`src/rtl/uart_tx.sv`:
```
// UART transmitter: one byte per request, framed as start, LSB-first data, stop bit(s).
// The line goes low the cycle after acceptance. Requests made while busy are dropped.
module uart_tx #(
  parameter int CLK_HZ       = 50_000_000,
  parameter int BIT_RATE     = 9600,
  parameter int PAYLOAD_BITS = 8,
  parameter int STOP_BITS    = 1
) (
  input  logic                    clk,
  input  logic                    reset,
  output logic                    uart_txd,
  output logic                    uart_tx_busy,
  input  logic                    uart_tx_en,
  input  logic [PAYLOAD_BITS-1:0] uart_tx_data
);

  localparam int CYCLES_PER_BIT = CLK_HZ / BIT_RATE;
  localparam int CNT_W          = $clog2(CYCLES_PER_BIT + 1);
  localparam int BIT_W          = $clog2(PAYLOAD_BITS + 1);

  localparam logic [CNT_W-1:0] CNT_LAST  = CNT_W'(CYCLES_PER_BIT - 1);
  localparam logic [BIT_W-1:0] DATA_LAST = BIT_W'(PAYLOAD_BITS - 1);
  localparam logic [BIT_W-1:0] STOP_LAST = BIT_W'(STOP_BITS - 1);

  typedef enum logic [1:0] {
    IDLE  = 2'd0,
    START = 2'd1,
    DATA  = 2'd2,
    STOP  = 2'd3
  } state_t;

  state_t                  state_q;
  logic [CNT_W-1:0]        cycle_cnt_q;
  logic [BIT_W-1:0]        bit_cnt_q;
  logic [PAYLOAD_BITS-1:0] shift_q;
  logic                    txd_q;
  logic                    busy_q;

  logic bit_end;
  assign bit_end = (cycle_cnt_q == CNT_LAST);

  // bit_cnt_q counts data bits in DATA and elapsed stop bits in STOP, so the
  // cycle counter never has to span more than one bit period.
  always_ff @(posedge clk or posedge reset) begin
    if (reset) begin
      state_q     <= IDLE;
      cycle_cnt_q <= '0;
      bit_cnt_q   <= '0;
      shift_q     <= '0;
      txd_q       <= 1'b1;
      busy_q      <= 1'b0;
    end else begin
      case (state_q)
        IDLE: begin
          cycle_cnt_q <= '0;
          bit_cnt_q   <= '0;
          if (uart_tx_en) begin
            shift_q <= uart_tx_data;
            state_q <= START;
            txd_q   <= 1'b0;
            busy_q  <= 1'b1;
          end
        end
        START: begin
          if (bit_end) begin
            cycle_cnt_q <= '0;
            bit_cnt_q   <= '0;
            state_q     <= DATA;
            txd_q       <= shift_q[0];
          end else begin
            cycle_cnt_q <= cycle_cnt_q + 1'b1;
          end
        end
        DATA: begin
          if (bit_end) begin
            cycle_cnt_q <= '0;
            shift_q     <= shift_q >> 1;
            if (bit_cnt_q == DATA_LAST) begin
              bit_cnt_q <= '0;
              state_q   <= STOP;
              txd_q     <= 1'b1;
            end else begin
              bit_cnt_q <= bit_cnt_q + 1'b1;
              txd_q     <= shift_q[1];
            end
          end else begin
            cycle_cnt_q <= cycle_cnt_q + 1'b1;
          end
        end
        STOP: begin
          txd_q <= 1'b1;
          if (bit_end) begin
            cycle_cnt_q <= '0;
            if (bit_cnt_q == STOP_LAST) begin
              bit_cnt_q <= '0;
              state_q   <= IDLE;
              busy_q    <= 1'b0;
            end else begin
              bit_cnt_q <= bit_cnt_q + 1'b1;
            end
          end else begin
            cycle_cnt_q <= cycle_cnt_q + 1'b1;
          end
        end
        default: begin
          state_q <= IDLE;
          txd_q   <= 1'b1;
          busy_q  <= 1'b0;
        end
      endcase
    end
  end

  assign uart_txd     = txd_q;
  assign uart_tx_busy = busy_q;

endmodule

```
`config.mk`:
```
export PLATFORM = sky130hd
export DESIGN_NAME = uart_tx
export DESIGN_NICKNAME = d
export VERILOG_FILES = /design/src/rtl/uart_tx.sv
export SDC_FILE = /design/constraint.sdc
export NUM_CORES = 1
export LEC_CHECK = 0
export CAP_MARGIN = 15
export CORE_ASPECT_RATIO = 1.1
export CORE_MARGIN = 5
export CORE_UTILIZATION = 55
export DETAILED_ROUTE_END_ITERATION = 10
export PLACE_DENSITY = 0.76
export SYNTH_ARGS = -nofsm -noshare
export SYNTH_HDL_FRONTEND = slang
export SYNTH_SLANG_ARGS = --single-unit
```
`constraint.sdc`:
```
create_clock -name clk -period 2.2 [get_ports clk]
set_input_delay 0.66 -clock clk [delete_from_list [all_inputs] [get_ports clk]]
set_output_delay 0.66 -clock clk [all_outputs]
set_load 0.005 [all_outputs]
```
==> qor.csv <==
stage;metric;value;unit
status;outcome;finished, final reports clean;
yosys;register area share after synthesis;45.1;%
timing;Tmin final;2.03;ns
final_layout;area of the multi-input gates;830;µm²
setup_path;reg-to-reg slack, setup;0.20;ns
routing;routed vias;1131;
placement;Detail Placement HPWL;2260;µm
routing;starting DRC count in detailed routing;39;
routing;Wirelength per Cell;15.5;µm
setup_path;Required @ worst endpoint;1.54;ns
cts;Post-CTS Setup Inserts;0;
timing;Slew Limit Fails;0;
timing;maximum clock rate;492;MHz
setup_path;critical path class;reg -> out;
cts;clk sinks;29;
setup_path;RR Startpoint;cycle_cnt_q[0];
final_layout;share of layout cells above drive strength 1;21.8;%
cts;H-Tree Depth;2;
final_layout;Post-Route Utilization;66.7;%
timing;RSZ-0062 raised after global routing;no;
die;die width;61.6;µm
global_routing;grt total ovfl;0;
worst_hold_path;worst hold endpoint;cycle_cnt_q[0];
setup_path;crit path capture type;primary output;
timing;number of setup violations in the final report;0;
yosys;syn nets;169;
pwr;leakage power;0.804;nW
final_layout;commonest cells after routing, fill and taps aside;dfrtp_1, nor2_1, mux2_2;
timing;part of the cycle the worst path needs;92.3;%
final_layout;commonest non-fill, non-tap cell in the layout;dfrtp_1;
final_layout;Synth-to-Final Area Change;16.2;%
cts;clock tree buffer depth;2;
timing;Hold Vio Cnt, Final;0;
worst_hold_path;hold wc startpoint;cycle_cnt_q[0];
yosys;syn_area_per_cell;10.7;µm²
final_layout;# fillers;231;
timing;Tightest Pin Transition;0.411;ns
global_routing;vias in the first global route;1205;
cts;Root Driver;clkbuf_4;
yosys;EDFF count, synth;0;
setup_path;crit path DAT;1.37;ns
global_routing;largest net degree at the start of global routing;30;
die;Die ar.;4110;µm²
worst_hold_path;Hold Crit Depth;1;
final_layout;diodes inserted;0;
placement;area of placed instances;1790;µm²
routing;met3 WL;105;µm
setup_path;CP max stage delay;0.54;ns
pwr;Power Total;1.06;mW
cts;CTS tree;built;
timing;Slew HR;72.5;%
setup_path;Startpoint Class;flop;
timing;PnR worst setup slack;0.169;ns
routing;Highest Signal Layer;met4;
placement;pre-CTS setup slack;0.100;ns
cts;CTS Buf Count;5;
yosys;YS warnings;0;
setup_path;reg2reg end;shift_q[0];
die;Core Region;2800;µm²
setup_path;slowest CP cell;dfstp_2;
routing;Routed Wire Length;3140;µm
setup_path;CP Buf/Inv Count;1;
placement;Buffers on Ports;12;
yosys;post-synthesis cell area;1610;µm²
routing;Final ANT Viol Nets;0;
setup_path;critical path peak fanout;2;
job;max_cap viols;0;
yosys;FF+latch count, synth;29;
yosys;synthesized instance count;150;
timing;clock skew;0.00563;ns
yosys;Cell variety after synth;40;
die;Initial Util;57.5;%
global_routing;overall global routing resource usage;18.0;%
worst_hold_path;Worst Hold Class;reg -> reg;
setup_path;crit-path cells;clkdlybuf4s50_1;
cts;post-CTS sizing;0;
final_layout;Layout Cell Area excl Fill;1870;µm²
setup_path;reg2reg path depth;5;
pwr;pwr/cell area;565;nW/µm²
global_routing;antenna violations before repair;0;
routing;drt drc;0;
yosys;top_reg_cell synth;dfrtp_1;
die;Die H;66.8;µm
final_layout;FF/Latch Area;727;µm²
routing;met1 wire length;1330;µm
routing;WL met2;1650;µm
global_routing;first-pass GRT wire length;5330;µm
cts;Clock Latency Late Sink;0.34;ns
die;I/O pin count;13;
timing;setup_tns;0;ns
routing;DR pass1 iterations;4;
pwr;worst vdd ir;0.481;mV
cts;Post-CTS Hold Fix Bufs;0;
final_layout;fin nets;188;
cts;Clock Pin Slew Worst Setup and Hold Paths;0.09;ns
placement;Final GP Congestion;0.767;
setup_path;CP top delay family;flip-flops;
routing;vias per cell;5.57;
yosys;ys async rst share;100;%
die;row count;20;
## where the power goes
| group | total, mW | internal (mW) | switching, mW |
|---|---|---|---|
| clock | 0.467 | 0.271 | 0.196 |
| sequential | 0.543 | 0.539 | 0.00379 |
| combinational | 0.0467 | 0.0289 | 0.0178 |
## routing by layer
layer | track usage, % | vias up
li1 | - | 563
met1 | 20.5 | 550
met2 | 30.9 | 13
met3 | 4.26 | 5
met4 | 8.49 | 0
met5 | 0 | -
## cell families after synthesis
kind of cell               after synthesis  synth area share (%)
muxes                                   19                  13.2
AOI/OAI and AO/OA                       16                  7.15
DFF                                     29                  45.1
and+or+nand+nor                         53                  19.0
xor gates and xnor gates                11                  5.98
buffers and inverters                   14                  3.34
adders and majority gates                8                  6.22
## cell usage after synthesis (2+ instances only)
library cell  instances  area share [%]
clkbuf_1              3            0.70
dfrtp_1              28              44
mux2_2               18              13
nand2_1               6             1.4
ha_1                  8             6.2
o21ai_0               4             1.2
nand3_1               5             1.6
xnor2_1               8             4.4
nor2_1               19             4.4
inv_1                10             2.3
nand3b_1              3             1.4
nand4_1               2            0.78
xor2_1                3             1.6
a21oi_1               4             1.2
nor3_1                4             1.2
## flip-flops by register name, indices dropped and copies added (netlist names)
| name | count |
|---|---|
| uart_tx_busy | 1 |
| cycle_cnt_q | 13 |
| bit_cnt_q | 4 |
| uart_txd | 1 |
| shift_q | 8 |
| state_q | 2 |
## area by class of cell
type / instances / area share (%)
clock buffers: 7 / 2.94
clock inverters: 1 / 1.61
inverters: 10 / 2.01
multi-input cells: 107 / 44.3
flip-flops and latches: 29 / 38.9
well taps: 33 / 2.21
repair buffers: 16 / 8.03
## worst reg2reg max path, cell delays in order (launching register included)
cell and delay (ns):
dfrtp_1 0.40, ha_1 0.27, and4b_1 0.27, nand3_2 0.12, a211oi_4 0.44, mux2_2 0.39
## worst max path at each step
stage | startpoint | end | slack (ns) | depth (start not counted)
3_3_place_gp | uart_tx_en | shift_q[2] | 0.11 | 4
4_1_cts | uart_txd | uart_txd | 0.15 | 1
6_report | uart_txd | uart_txd | 0.17 | 1
3_5_place_dp | uart_tx_en | shift_q[0] | 0.10 | 4
5_1_grt | bit_cnt_q[0] | state_q[1] | 0.04 | 6
2_1_floorplan | state_q[0] | shift_q[0] | 0.21 | 6
## through the flow
| step | instances | hold WS [ns] |
|---|---|---|
| 6_report | 203 | 0.498 |
| 4_1_cts | 203 | 0.506 |
| 5_1_grt | 203 | 0.528 |
| 2_1_floorplan | 150 | 0.455 |
| 3_5_place_dp | 195 | 0.493 |
| 3_3_place_gp | 195 | 0.474 |
Note: power is estimated with default switching activity, not from simulation.
==> RTL edit, RTL diff (same settings) <==
Put one more register stage on the output `uart_txd`, cleared by the reset. The value now appears one clock later. The other outputs are not delayed to match.
--- a/src/rtl/uart_tx.sv
+++ b/src/rtl/uart_tx.sv
@@ -111,7 +111,13 @@
     end
   end
 
-  assign uart_txd     = txd_q;
+  always_ff @(posedge clk or posedge reset) begin
+    if (reset) begin
+      uart_txd <= '0;
+    end else begin
+      uart_txd <= txd_q;
+    end
+  end
   assign uart_tx_busy = busy_q;
 
 endmodule
Check against the original RTL: not equivalent (Yosys sat finds a counterexample within 4 cycles, from zero or initial values and one cycle with reset high).
==> RTL edit against the original RTL <==
Global-route usage fell by 1.3 points. Synthesized area rose by 1.6%. Highest routed layer unchanged. Routed wire length fell by 7.1%. Clock power fell by 38%. Largest cell class unchanged. Cell area fell by 0.40%. Critical path type is now reg -> reg. Sequential cell count rose by 1. Total power fell by 15%. Setup slack improved by 46 ps. Clock skew rose by 0.67 ps.
==> RTL edit: results (changes against the original RTL) <==
[worst_setup_path]
reg2reg_from = cycle_cnt_q[3]$_DFF_PP0_
cp.arrival_ps = 2190  ; +820 ps
cp_max_fo = 7  ; +5
slowest_delay_ps = 480  ; -60 ps
cp_slowest_cell = dfrtp_1

[placement]
dp_hpwl_um = 2160  ; -4.4%
place_ws_ps = 73.7  ; -26.6 ps
gp_congestion = 0.853  ; +11%

[synthesis]
synth_commonest_cells = 29 x dfrtp_1, 19 x nor2_1, 18 x mux2_2
postSynthNetCount = 170  ; +0.59%
synthCells = 151  ; +0.67%
yosysTopAreaCellShare_pct = 44.4  ; +0.86 points
synth_area_leader_cell = dfrtp_1
yosysSeqAreaShare_pct = 46.0  ; +0.84 points
synth_area_leaders = dfrtp_1 44%, mux2_2 12%, ha_1 6.1%

[cts]
numCtsBuffers = 5  ; unchanged
postCtsSetupBuffers = 0  ; unchanged
cts_root_buffer = clkbuf_4
post_cts_resize_count = 0  ; unchanged
clkLatencyLatePin_ps = 320  ; -20 ps

[power_and_ir_drop]
power_leakage_nw = 0.805  ; about the same
ir_drop_uv = 594  ; +23%

[routing]
met3RoutedLength_um = 97  ; -7.6%
wl_um = 2920  ; -7.1%
wl_met2_um = 1480  ; -10%
drt_iter0_drc = 56  ; +44%
num_vias = 1161  ; +2.7%
wl_met1_um = 1240  ; -6.7%

[timing]
slew_headroom_pct = 72.1  ; -0.36 points
finClkSkew_ps = 6.30  ; +0.667 ps

[layout]
drive_above_1_share_pct = 21.1  ; -0.71 points
fillers = 223  ; -3.5%
finalNonFillerCells = 204  ; +0.49%
largestRegisters = cycle_cnt_q: 13 flops, shift_q: 8 flops, bit_cnt_q: 4 flops
final_nets = 190  ; +1.1%
insertedDiodeCount = 0  ; unchanged

[outcome]
status = finished clean

[global_route]
track_usage_pct = 16.7  ; -1.3 points
grt_max_degree = 31  ; +3.3%
grt_pass1_wl_um = 5090  ; -4.5%

[worst_hold_path]
worstHoldStart = txd_q$_DFFE_PP1P_

-- RTL edit: changes by cell type after synthesis, sizes merged --
cell	unedited run	this run
dfrtp	28	29
-- RTL edit: final timing paths --
check	to	slack, ps	cells after the start
max in group asynchronous	txd_q$_DFFE_PP1P_	1190	3
hold reg to reg	uart_txd$_DFF_PP0_	410	0
setup / recovery	shift_q[4]$_DFFE_PP0P_	220	4
hold / removal	uart_txd$_DFF_PP0_	410	0
setup reg to reg	shift_q[4]$_DFFE_PP0P_	220	4
min in group asynchronous	cycle_cnt_q[1]$_DFF_PP0_	690	3
-- RTL edit: cell families after synthesis --
| group | share of synthesized area (%) |
|---|---|
| AOI/OAI and AO/OA | 7.04 |
| xor gates and xnor gates | 5.89 |
| adders and majority gates | 6.12 |
| buffers and inverters | 3.29 |
| DFF | 46.0 |
| muxes | 13.0 |
| and+or+nand+nor | 18.7 |
-- RTL edit: per-layer routing --
| layer | GRT usage [%] | vias to the layer above |
|---|---|---|
| li1 | - | 559 |
| met3 | 5.54 | 12 |
| met4 | 8.75 | 0 |
| met5 | 0 | - |
| met2 | 26.9 | 21 |
| met1 | 19.3 | 569 |
-- RTL edit: layout make-up --
| type | count | area [µm²] | area share [%] |
|---|---|---|---|
| clock buffer | 7 | 45.0 | 2.42 |
| sequential | 30 | 752 | 40.4 |
| tap | 33 | 41.3 | 2.22 |
| multi-input combinational | 107 | 830 | 44.5 |
| inverter | 10 | 37.5 | 2.01 |
| timing repair buffer | 17 | 158 | 8.46 |
-- RTL edit: metrics by stage --
step | utilization, % | total power [W] | hold slack [ps] | instance area [µm²]
5_1_grt | 66.5 | 0.000950 | 419 | 1860
3_3_place_gp | 64.9 | 0.000618 | 394 | 1820
4_1_cts | 66.5 | 0.000913 | 408 | 1860
6_report | 66.5 | 0.000897 | 406 | 1860
2_1_floorplan | - | 0.000593 | 387 | 1640
3_5_place_dp | 64.9 | 0.000620 | 396 | 1820
-- RTL edit: report_power, final --
group	internal [W]	switching (W)	leakage, nW
Clock	0.000120	0.000169	0.0254
Combinational	0.0000289	0.0000180	0.410
Sequential	0.000557	0.00000338	0.369
Total	0.000707	0.000191	0.805
-- RTL edit: critical path, delay by kind of cell, from the launching register on --
| kind | cells | cell delay (ps) |
|---|---|---|
| flip-flops | 1 | 480 |
| multiplexers | 1 | 390 |
| AND/OR/NAND/NOR | 2 | 550 |
| AO/OA/AOI/OAI | 1 | 460 |
